`src/rtl/cpu_isa_pkg.sv`:
```
// rtl/cpu_isa_pkg.sv - shared ISA constants and instruction-memory state type
package cpu_isa_pkg;

  localparam int OPC_W = 5;
  localparam int OPR_W = 4;

  localparam logic [OPC_W-1:0] OP_ADD  = 5'd0;
  localparam logic [OPC_W-1:0] OP_SUB  = 5'd1;
  localparam logic [OPC_W-1:0] OP_AND  = 5'd2;
  localparam logic [OPC_W-1:0] OP_OR   = 5'd3;
  localparam logic [OPC_W-1:0] OP_XOR  = 5'd4;
  localparam logic [OPC_W-1:0] OP_LD   = 5'd5;
  localparam logic [OPC_W-1:0] OP_SETI = 5'd6;
  localparam logic [OPC_W-1:0] OP_ST   = 5'd7;
  localparam logic [OPC_W-1:0] OP_JMP  = 5'd8;
  localparam logic [OPC_W-1:0] OP_BEQ  = 5'd9;
  localparam logic [OPC_W-1:0] OP_HALT = 5'd26;

  // The all-zero word decodes as "add r0", which the pipeline treats as a bubble.
  localparam logic [OPC_W+OPR_W-1:0] HALT_WORD = {OP_HALT, 4'b0000};
  localparam logic [OPC_W+OPR_W-1:0] NOP_WORD  = {OP_ADD, 4'b0000};

  typedef enum logic [1:0] {
    IDLE = 2'd0,
    LOAD = 2'd1,
    RUN  = 2'd2
  } imem_state_t;

endpackage

```
`src/rtl/imem_array.sv`:
```
// rtl/imem_array.sv - instruction storage, synchronous write, asynchronous read
module imem_array #(
  parameter int INST_W = 9,
  parameter int DEPTH  = 64,
  parameter int AW     = 6
) (
  input  logic              clk,
  input  logic              we,
  input  logic [AW-1:0]     waddr,
  input  logic [INST_W-1:0] wdata,
  input  logic [AW-1:0]     raddr,
  output logic [INST_W-1:0] rdata
);

  logic [INST_W-1:0] mem [DEPTH];

  // Contents are deliberately not reset; prog_len gating hides stale words.
  always_ff @(posedge clk) begin
    if (we) begin
      mem[waddr] <= wdata;
    end
  end

  assign rdata = mem[raddr];

endmodule

```
`src/rtl/instr_mem_loadable.sv`:
```
// rtl/instr_mem_loadable.sv - run-time loadable instruction memory with registered fetch port
module instr_mem_loadable
  import cpu_isa_pkg::*;
#(
  parameter int                INST_W = 9,
  parameter int                PC_W   = 16,
  parameter int                DEPTH  = 64,
  parameter logic [INST_W-1:0] FILL   = INST_W'(HALT_WORD)
) (
  input  logic              clk,
  input  logic              rst,
  input  logic [PC_W-1:0]   pc,
  input  logic              fetch_en,
  input  logic              stall,
  output logic [INST_W-1:0] inst_out,
  output logic              inst_valid,
  input  logic              load_start,
  input  logic              load_valid,
  input  logic [INST_W-1:0] load_data,
  input  logic              load_last,
  output logic              load_ready,
  output logic [PC_W:0]     prog_len,
  output logic              load_err,
  output logic              running
);

  localparam int            AW        = (DEPTH > 1) ? $clog2(DEPTH) : 1;
  localparam logic [PC_W:0] DEPTH_LEN = (PC_W + 1)'(DEPTH);
  localparam logic [AW-1:0] LAST_SLOT = AW'(DEPTH - 1);

  imem_state_t       state, state_nxt;
  logic [AW-1:0]     wptr;
  logic [PC_W:0]     wptr_inc;
  logic              beat;
  logic              at_end;
  logic              in_range;
  logic [INST_W-1:0] rdata;

  imem_array #(
    .INST_W (INST_W),
    .DEPTH  (DEPTH),
    .AW     (AW)
  ) u_array (
    .clk   (clk),
    .we    (beat),
    .waddr (wptr),
    .wdata (load_data),
    .raddr (pc[AW-1:0]),
    .rdata (rdata)
  );

  assign wptr_inc = (PC_W + 1)'(wptr) + (PC_W + 1)'(1);
  assign at_end   = (wptr == LAST_SLOT);
  // Full-width compare so a PC above DEPTH never aliases onto a low slot.
  assign in_range = ({1'b0, pc} < prog_len);
  assign running  = (state == RUN);

  always_ff @(posedge clk or posedge rst) begin
    if (rst) begin
      state <= IDLE;
    end else begin
      state <= state_nxt;
    end
  end

  // load_start outranks a same-cycle beat, so the beat is masked here.
  always_comb begin
    state_nxt  = state;
    load_ready = (state == LOAD);
    beat       = load_ready && load_valid && !load_start;
    if (load_start) begin
      state_nxt = LOAD;
    end else if (beat && (load_last || at_end)) begin
      state_nxt = RUN;
    end
  end

  always_ff @(posedge clk or posedge rst) begin
    if (rst) begin
      wptr     <= '0;
      prog_len <= '0;
      load_err <= 1'b0;
    end else if (load_start) begin
      wptr     <= '0;
      prog_len <= '0;
      load_err <= 1'b0;
    end else if (beat) begin
      wptr <= wptr + AW'(1);
      if (load_last) begin
        prog_len <= wptr_inc;
      end else if (at_end) begin
        prog_len <= DEPTH_LEN;
        load_err <= 1'b1;
      end
    end
  end

  // A load_start seen in RUN clears the fetch register on the same edge.
  always_ff @(posedge clk or posedge rst) begin
    if (rst) begin
      inst_out   <= '0;
      inst_valid <= 1'b0;
    end else if ((state == RUN) && !load_start) begin
      if (!stall) begin
        if (fetch_en) begin
          inst_out   <= in_range ? rdata : FILL;
          inst_valid <= 1'b1;
        end else begin
          inst_out   <= INST_W'(NOP_WORD);
          inst_valid <= 1'b0;
        end
      end
    end else begin
      inst_out   <= '0;
      inst_valid <= 1'b0;
    end
  end

endmodule

```
`config.mk`:
```
export PLATFORM = sky130hd
export DESIGN_NAME = instr_mem_loadable
export DESIGN_NICKNAME = d
export VERILOG_FILES = /design/src/rtl/cpu_isa_pkg.sv /design/src/rtl/imem_array.sv /design/src/rtl/instr_mem_loadable.sv
export SDC_FILE = /design/constraint.sdc
export NUM_CORES = 1
export LEC_CHECK = 0
export CORE_UTILIZATION = 55
export DETAILED_ROUTE_END_ITERATION = 8
export HOLD_SLACK_MARGIN = 0.15
export PLACE_DENSITY = 0.69
export SYNTH_ARGS = -nofsm -noshare
export SYNTH_HDL_FRONTEND = slang
export SYNTH_SLANG_ARGS = --single-unit
export TNS_END_PERCENT = 10
```
`constraint.sdc`:
```
create_clock -name clk -period 4.3 [get_ports clk]
set_input_delay 0.43 -clock clk [delete_from_list [all_inputs] [get_ports clk]]
set_output_delay 0.43 -clock clk [all_outputs]
set_load 0.05 [all_outputs]
```
* Yosys cells after proc, flatten, opt, wreduce, memory -nomap -nowiden
Memory sizes are Yosys's and may differ from the RTL's. Index checks and enable logic that the tools add are counted.
Storage, ports and cells: bits in latches 0, ROM bits 0, output and inout port bits 30, memories 1, register bits after elaboration 36, input bits 32, bits in writable memories 576
Operators by class: bitwise gates (word level) 0, divide/modulo/power cells 0, $lt $le $gt $ge 1, reduce and logical (&&, ||, !) cells 12, add/subtract/negate cells 2, muxes and demuxes 21, equality and inequality tests 5, shift-type cells 0, multiply operators 0
Memories:
- u_array.mem | words 64, width 9, read ports 1, clocked after Yosys merged registers in 0, write ports 1, RTL line imem_array.sv:15 | logic [INST_W-1:0] mem [DEPTH];
Operator list (number):
- 2-to-1 mux 17 bit | 4
- 2-to-1 mux 9 bit | 4
- less-than comparator 16 x 17 -> 1 bit | 1
- 2-to-1 mux 6 bit | 2
- 2-to-1 mux 1 bit | 9
- adder 6 x 1 -> 7 bit, second input constant | 1
- adder 6 x 1 -> 6 bit, second input constant | 1
- == test 6 bit, second input constant | 1
- nonzero test 2 bit | 3
- logical AND 1 bit | 4
- 2-to-1 mux 2 bit | 2
- != test 2 bit, second input constant | 2
- AND reduction 3 bit | 1
- nonzero test 3 bit | 1
- == test 2 x 1 -> 1 bit, second input constant | 1
- == test 2 bit, second input constant | 1
- AND reduction 2 bit | 1
- logical NOT 1 bit | 1
- logical OR 1 bit | 1

* Longest topological paths before layout
Gate-level depths: netlist of run 1.
depth in word-level cells 6, mapped depth 10, mapped depth without buffers 8

* Hierarchy
Synthesis of run 1 repeated with hierarchy kept, for this count alone.
Second synthesis, totals: cell total of the unflattened synthesis 1149, area total of the unflattened synthesis 23830.4 µm²
Modules (own cells, without submodules):
- imem_array | seq. area each 17296.6 µm², times used 1, area each 22414.0 µm², cells an instance 1011
- instr_mem_loadable | seq. area each 650.6 µm², times used 1, area each 1416.4 µm², cells an instance 138

* Worst setup path after synthesis of run 1
Ideal clock, no wire load.
path kind register -> register, from reg state[0], to mem u_array.mem[38][0] (enable), cell stages (with the launch flop) 7, arrival 2.595 ns, data required time 3.926 ns, slack 1.331 ns, path through dfrtp_1 > nor2b_1 > nand2_1 > clkbuf_1 > nor3_1 > nand3_1 > nor2_1
On the way: longest elaborated chain between the ends 5
Ends and longest elaborated chain:
- start: declaration | RTL line instr_mem_loadable.sv:31 | imem_state_t state, state_nxt;
- start signal: assignment | RTL line instr_mem_loadable.sv:62 | state <= state_nxt;
- == test 2 x 1 -> 1 bit | RTL line instr_mem_loadable.sv:69 | load_ready = (state == LOAD);
- via load_ready | RTL line instr_mem_loadable.sv:21 | output logic load_ready,
- logical AND 1 bit (2 in series) | RTL line instr_mem_loadable.sv:70 | beat = load_ready && load_valid && !load_start;
- 2-to-1 mux 1 bit | RTL line imem_array.sv:19 | if (we) begin
- 2-to-1 mux 1 bit (implied by the code) | RTL line imem_array.sv:20 | mem[waddr] <= wdata;
- end: declaration | RTL line imem_array.sv:15
The timed path passes the listed nets, and every way through them passes these cells.

* Final worst setup path of run 1
from reg state[0], to mem u_array.mem[16][0] (enable)
On the way: longest elaborated chain between the ends 5
Ends and longest elaborated chain (RTL line):
- == test 2 x 1 -> 1 bit | instr_mem_loadable.sv:69
- logical AND 1 bit (2 in series) | instr_mem_loadable.sv:70
- 2-to-1 mux 1 bit | imem_array.sv:19
- 2-to-1 mux 1 bit (implied by the code) | imem_array.sv:20
Every way passes these cells.

==> results of run 1 <==
where the power goes:
part           internal (mW)  switching, mW  total (mW)  leakage, nW
sequential              6.43        0.00603        6.43         5.53
combinational          0.232          0.350       0.582         2.19
clock                   2.68           2.07        4.74        0.860
flip-flops by register name (all words and copies together), names as in the netlist:
register	count
u_array.mem	576
inst_out	9
prog_len	7
wptr	6
state	2
inst_valid	1
load_err	1
layout make-up:
class	instances	area share (%)
Multi-Input combinational cell	417	19.8
Timing Repair Buffer	131	4.10
Sequential cell	602	66.9
Tap cell	539	2.51
Clock buffer	79	5.89
Inverter	9	0.126
Clock inverter	27	0.690
cell usage after synthesis:
library cell,number,area [um2]
sky130_fd_sc_hd__xnor2_1,3,26.3
sky130_fd_sc_hd__mux2_2,9,101
sky130_fd_sc_hd__ha_1,7,87.6
sky130_fd_sc_hd__dfrtp_1,26,651
sky130_fd_sc_hd__clkbuf_1,19,71.3
sky130_fd_sc_hd__o211ai_1,7,52.6
sky130_fd_sc_hd__buf_1,7,26.3
sky130_fd_sc_hd__nand3b_1,4,30.0
sky130_fd_sc_hd__o2111ai_1,1,8.76
sky130_fd_sc_hd__a31oi_1,1,6.26
sky130_fd_sc_hd__o22ai_1,4,25.0
sky130_fd_sc_hd__a21oi_1,8,40.0
sky130_fd_sc_hd__a32o_1,1,10.0
sky130_fd_sc_hd__mux2i_1,11,110
sky130_fd_sc_hd__and2_1,2,12.5
sky130_fd_sc_hd__inv_1,9,33.8
sky130_fd_sc_hd__a22o_1,2,17.5
sky130_fd_sc_hd__or3_1,5,31.3
sky130_fd_sc_hd__buf_6,3,33.8
sky130_fd_sc_hd__and3_1,1,6.26
sky130_fd_sc_hd__nand4b_1,1,8.76
sky130_fd_sc_hd__buf_4,12,90.1
sky130_fd_sc_hd__edfxtp_1,576,17300
sky130_fd_sc_hd__conb_1,1,3.75
sky130_fd_sc_hd__o2bb2ai_1,1,8.76
sky130_fd_sc_hd__or2_2,1,6.26
sky130_fd_sc_hd__o21ai_0,3,15.0
sky130_fd_sc_hd__nor2_1,83,312
sky130_fd_sc_hd__xor2_1,4,35.0
sky130_fd_sc_hd__nor2b_1,7,43.8
sky130_fd_sc_hd__o21ai_1,2,10.0
sky130_fd_sc_hd__a211oi_1,1,7.51
sky130_fd_sc_hd__a2111o_1,2,22.5
sky130_fd_sc_hd__mux4_2,174,3920
sky130_fd_sc_hd__o32ai_1,4,35.0
sky130_fd_sc_hd__nor4_1,4,25.0
sky130_fd_sc_hd__nand3_1,14,70.1
sky130_fd_sc_hd__buf_2,29,145
sky130_fd_sc_hd__nand2_1,30,113
sky130_fd_sc_hd__a2111oi_0,2,17.5
sky130_fd_sc_hd__or3b_2,2,17.5
sky130_fd_sc_hd__nor3_1,5,25.0
sky130_fd_sc_hd__a21o_1,1,7.51
logic make-up (layout without fill, tap and decap cells):
kind of cell               after synthesis  in the layout  share of synthesized area (%)
DFF                                    602            602                           76.0
muxes                                  194            194                           17.5
and+or+nand+nor                        159            159                           2.97
buffers and inverters                   79            246                           1.70
AOI/OAI and AO/OA                       40             40                           1.20
adders and majority gates                7              7                          0.371
xor gates and xnor gates                 7              7                          0.260
other                                    1             10                         0.0159
worst max-delay path, cell delays in order (launching register included):
cell and delay (ps):
sky130_fd_sc_hd__dfrtp_1 380, sky130_fd_sc_hd__nor2b_1 350, sky130_fd_sc_hd__nand2_1 310, sky130_fd_sc_hd__nor3_1 410, sky130_fd_sc_hd__nand2_1 420, sky130_fd_sc_hd__nor2_1 790
routing by layer:
layer / GRT usage (%) / routed length [um] / share of wire [%]
met5: 0 / 0 / 0
met4: 5.65 / 867 / 1.7
met3: 5.40 / 4690 / 9.2
met2: 36.1 / 23800 / 47
met1: 36.3 / 21400 / 42
stage by stage:
step	power (mW)	worst slack [ps]
5_1_grt	12.1	1070
3_5_place_dp	7.15	1010
6_report	11.8	1250
2_1_floorplan	6.90	1330
4_1_cts	11.8	1270
3_3_place_gp	7.14	1100
final timing paths:
kind	startpoint	endpoint	slack, ps	depth (start not counted)
max	state[0]$_DFFE_PP0P_	u_array.mem[16][0]$_DFFE_PP_	1250	5
min	load_data[6]	u_array.mem[42][6]$_DFFE_PP_	290	1
max reg2reg	state[0]$_DFFE_PP0P_	u_array.mem[16][0]$_DFFE_PP_	1250	5
min reg2reg	inst_valid$_DFFE_PP0P_	inst_valid$_DFFE_PP0P_	490	2
max in group asynchronous	rst	prog_len[1]$_DFFE_PP0P_	3330	2
min in group asynchronous	rst	inst_out[3]$_DFFE_PP0P_	360	2
==> flow_metrics.env, run 1 <==
export IMPL_outcome="completed"
export IMPL_detailroute_via_count=11300
export IMPL_core_area_um2=42100
export IMPL_post_cts_setup_buffers=0
export IMPL_synthesized_netlist_cell_count=1089
export IMPL_utilization_pct=63.7
export IMPL_cts_root_buf="sky130_fd_sc_hd__clkbuf_16"
export IMPL_post_route_cells_drive_above_1_share_pct=28.2
export IMPL_via_count_of_the_first_global_routing_pass=11400
export IMPL_grt_overflow=0
export IMPL_ys_ff_latch=602
export IMPL_die_area_um2=43800
export IMPL_port_buffers=51
export IMPL_post_drt_wl_per_cell_um=28.1
export IMPL_drcViolationCount=0
export IMPL_finalHoldViolations=0
export IMPL_fillCellCount=2802
export IMPL_final_min_period_over_clock_period_pct=71.0
export IMPL_ctsResizeCount=0
export IMPL_max_slew_margin_pct=34.4
export IMPL_multi_input_logic_area_um2=5300
export IMPL_synth_yosys_seq_area_share_pct=76.0
export IMPL_place_inst=1698
export IMPL_post_synth_num_cell_types=43
export IMPL_place_area_um2=25100
export IMPL_setup_violations_final=0
export IMPL_fmax_mhz=328
export IMPL_clk_transition_reported_paths_ps=60
export IMPL_grt_start_max_net_pins=65
export IMPL_finalWeightedCongestion=0.841
export IMPL_die_width_um=209
export IMPL_dp_hpwl_um=31200
export IMPL_startpoint_type="flop"
export IMPL_drt_wl_total_um=50700
export IMPL_grt_setup_unrepaired="false"
export IMPL_wire_length_of_the_first_global_routing_pass_um=75200
export IMPL_avgViaCountPerCell=6.28
export IMPL_pwr_density_cell_nw_per_um2=439
export IMPL_final_hold_worst_slack_ps=292
export IMPL_final_tns_setup_ps=0
export IMPL_drt_iter0_drc=1182
export IMPL_final_max_tran_viols=0
export IMPL_kind_of_capture_point_of_the_worst_setup_path="flop"
export IMPL_syn_cell_area_um2=23600
export IMPL_starting_density_of_the_core_pct=56.0
export IMPL_fin_nets=1257
export IMPL_hold_path_class="primary input to flop"
export IMPL_syn_to_final_growth_pct=13.6
export IMPL_tightest_pin_transition_ps=983
export IMPL_cts_sinks=602
export IMPL_ctsHoldBuffers=0
export IMPL_drv_max_cap_violation_count=0
export IMPL_cts_inserted_buffers=57
export IMPL_ios=62
export IMPL_rows=75
export IMPL_cts_htree_levels=2
export IMPL_cts_tree="done"
export IMPL_timing_final_crit_period_ps=3050
export IMPL_mostFrequentLayoutCells="576 x sky130_fd_sc_hd__edfxtp_1, 174 x sky130_fd_sc_hd__mux4_2, 83 x sky130_fd_sc_hd__nor2_1"
export IMPL_cp_max_fo=12
export IMPL_final_instance_count_excl_fill=1804
export IMPL_path_class="flop to flop"
export IMPL_ant_nets=0
export IMPL_grt_usage_pct=24.0
export IMPL_antenna_found_initial=0
export IMPL_crit_required_ps=4530
export IMPL_crit_arrival_ps=3280
export IMPL_syn_mean_instance_area_um2=21.7
export IMPL_fin_area_um2=26800
export IMPL_n_antenna_cell=0
export IMPL_total_leakage_power_nw=8.58
export IMPL_drt_pass1_iter_count=5
export IMPL_layout_cells_most_common="sky130_fd_sc_hd__edfxtp_1"
export IMPL_seq_area_um2=17900
export IMPL_ir_worst_vdd_uv=304
export IMPL_worst_skew_pair_late_latency_ps=600
export IMPL_clockBufferDepth=3
export IMPL_die_height_um=209
export IMPL_yosysWarningCount=0
export IMPL_finClkSkew_ps=20.3
Power figures use the tool's default switching activity.
==> run 2: changes to the inputs <==
==> constraint.sdc (replaced) <==
create_clock -name clk -period 2.9 [get_ports clk]
set_input_delay 0.29 -clock clk [delete_from_list [all_inputs] [get_ports clk]]
set_output_delay 0.29 -clock clk [all_outputs]
set_load 0.05 [all_outputs]
==> flow_metrics.env, run 2 (synthesized netlist as in run 1, its figures left out) <==
export IMPL_die_area_um2=43800
export IMPL_grt_setup_unrepaired="false"
export IMPL_ant_nets=0
export IMPL_setup_slack_ps=226
export IMPL_finClkSkew_ps=26.6
export IMPL_groute_layer_met3_usage_pct=4.75
export IMPL_worst_hold_startpoint="load_data[2]"
export IMPL_ir_worst_vdd_uv=442
export IMPL_crit_arrival_ps=2980
export IMPL_port_buffers=51
export IMPL_clockBufferDepth=3
export IMPL_wire_length_of_the_first_global_routing_pass_um=76000
export IMPL_die_width_um=209
export IMPL_antenna_found_initial=0
export IMPL_final_min_period_over_clock_period_pct=92.2
export IMPL_post_cts_setup_buffers=0
export IMPL_startpoint_type="flop"
export IMPL_grtUsageMet1_pct=36.1
export IMPL_final_max_tran_viols=0
export IMPL_total_leakage_power_nw=8.83
export IMPL_mostFrequentLayoutCells="576 x sky130_fd_sc_hd__edfxtp_1, 174 x sky130_fd_sc_hd__mux4_2, 112 x sky130_fd_sc_hd__buf_4"
export IMPL_final_hold_worst_slack_ps=236
export IMPL_dp_hpwl_um=33100
export IMPL_timing_final_crit_period_ps=2670
export IMPL_global_route_usage_met2_pct=37.1
export IMPL_rows=75
export IMPL_drcViolationCount=0
export IMPL_largest_register="u_array.mem"
export IMPL_drv_max_cap_violation_count=0
export IMPL_hold_end="u_array.mem[29][2]$_DFFE_PP_"
export IMPL_ios=62
export IMPL_cts_root_buf="sky130_fd_sc_hd__clkbuf_16"
export IMPL_post_drt_wl_per_cell_um=28.0
export IMPL_finalHoldViolations=0
export IMPL_avgViaCountPerCell=6.30
export IMPL_final_tns_setup_ps=0
export IMPL_max_slew_margin_pct=19.8
export IMPL_worst_skew_pair_late_latency_ps=620
export IMPL_r2r_slack_ps=230
export IMPL_fmax_mhz=374
export IMPL_depth_of_the_worst_register_to_register_path=7
export IMPL_startpoint="state[0]$_DFFE_PP0P_"
export IMPL_dp_slack_ps=137
export IMPL_grt_overflow=0
export IMPL_r2r_end="u_array.mem[11][1]$_DFFE_PP_"
export IMPL_tightest_pin_transition_ps=1200
export IMPL_finalWeightedCongestion=0.848
export IMPL_drt_pass1_iter_count=5
export IMPL_regToRegStartpoint="state[0]$_DFFE_PP0P_"
export IMPL_hold_path_class="primary input to flop"
export IMPL_grt_most_used_layer="met2"
export IMPL_cts_inserted_buffers=57
export IMPL_path_class="flop to flop"
export IMPL_grt_usage_pct=24.3
export IMPL_via_count_of_the_first_global_routing_pass=11600
export IMPL_outcome="completed"
export IMPL_drt_iter0_drc=1228
export IMPL_setup_violations_final=0
export IMPL_starting_density_of_the_core_pct=56.0
export IMPL_kind_of_capture_point_of_the_worst_setup_path="flop"
export IMPL_layout_cells_most_common="sky130_fd_sc_hd__edfxtp_1"
export IMPL_crit_required_ps=3200
export IMPL_cts_tree="done"
export IMPL_detailroute_via_count=11600
export IMPL_largest_reg_flops=576
export IMPL_cp_max_fo=6
export IMPL_fin_nets=1301
export IMPL_cts_htree_levels=2
export IMPL_cts_sinks=602
export IMPL_core_area_um2=42100
export IMPL_drt_wl_total_um=51500
export IMPL_die_height_um=209
export IMPL_n_antenna_cell=0
export IMPL_pwr_density_cell_nw_per_um2=640
export IMPL_hold_path_cell_count=1
export IMPL_syn_to_final_growth_pct=15.2
export IMPL_reg_largest_list="u_array.mem: 576 flops, inst_out: 9 flops, prog_len: 7 flops"
export IMPL_clk_transition_reported_paths_ps=60
export IMPL_post_route_cells_drive_above_1_share_pct=30.9
export IMPL_grt_start_max_net_pins=65
export IMPL_ctsResizeCount=0
[run 2: cell count changes in the layout (fill, tap and decap cells not counted), sizes merged]
cell,change
buf,+42
clkbuf,-14
clkinv,+4
bufinv,+1
dlygate4sd3,+2
inv,-2
[run 2: repair_timing]
item / 4_1_cts / 5_1_grt
endpoints found under the hold margin: 44 / 0
setup endpoints to repair: 0 / 0
hold buffers: 2 / 0
[run 2: layout make-up]
| type | instances | area, um2 |
|---|---|---|
| Sequential cell | 602 | 17900 |
| Fill cell | 2723 | 14900 |
| Multi-Input combinational cell | 417 | 5300 |
| Timing Repair Buffer | 175 | 1520 |
| Clock buffer | 65 | 1480 |
| Tap cell | 539 | 674 |
| Clock inverter | 30 | 255 |
| Inverter | 9 | 33.8 |
[run 2: how the worst max path moves through the flow]
stage                              endpoint  slack, ps  depth (start not counted)
6_report       u_array.mem[11][1]$_DFFE_PP_        230                          7
5_1_grt        u_array.mem[11][1]$_DFFE_PP_        150                          7
4_1_cts        u_array.mem[11][1]$_DFFE_PP_        290                          7
3_5_place_dp   u_array.mem[11][1]$_DFFE_PP_        140                          7
3_3_place_gp   u_array.mem[11][0]$_DFFE_PP_        210                          7
2_1_floorplan  u_array.mem[38][0]$_DFFE_PP_        250                          6
[run 2: through the flow]
stage               power (mW)  cells  util (%)  area, um2
global placement          10.6   1740      60.4      25500
detailed placement        10.6   1740      60.4      25500
finish                    17.4   1837      64.6      27200
CTS                       17.5   1837      64.6      27200
floorplan                 10.2   1098         -      23700
global route              17.9   1837      64.6      27200
[run 2: per-layer routing]
metal  up-vias  routed length, um
li1       4847                  -
met5         -                  0
met4         0               1240
met1      6145              22000
met2       504              24400
met3        82               3900
[run 2: report_power, final]
part / switching (mW) / internal, mW
Combinational: 0.516 / 0.378
Sequential: 0.0103 / 9.53
Clock: 3.07 / 3.90
Total: 3.60 / 13.8
[run 2: worst max-delay path: stages (launching register included)]
cell and delay (ps):
sky130_fd_sc_hd__dfrtp_1 380, sky130_fd_sc_hd__nor2b_2 270, sky130_fd_sc_hd__nand2_1 190, sky130_fd_sc_hd__nor2_1 390, sky130_fd_sc_hd__nand3_1 420, sky130_fd_sc_hd__buf_4 290
sky130_fd_sc_hd__nor2_1 190, sky130_fd_sc_hd__buf_4 210
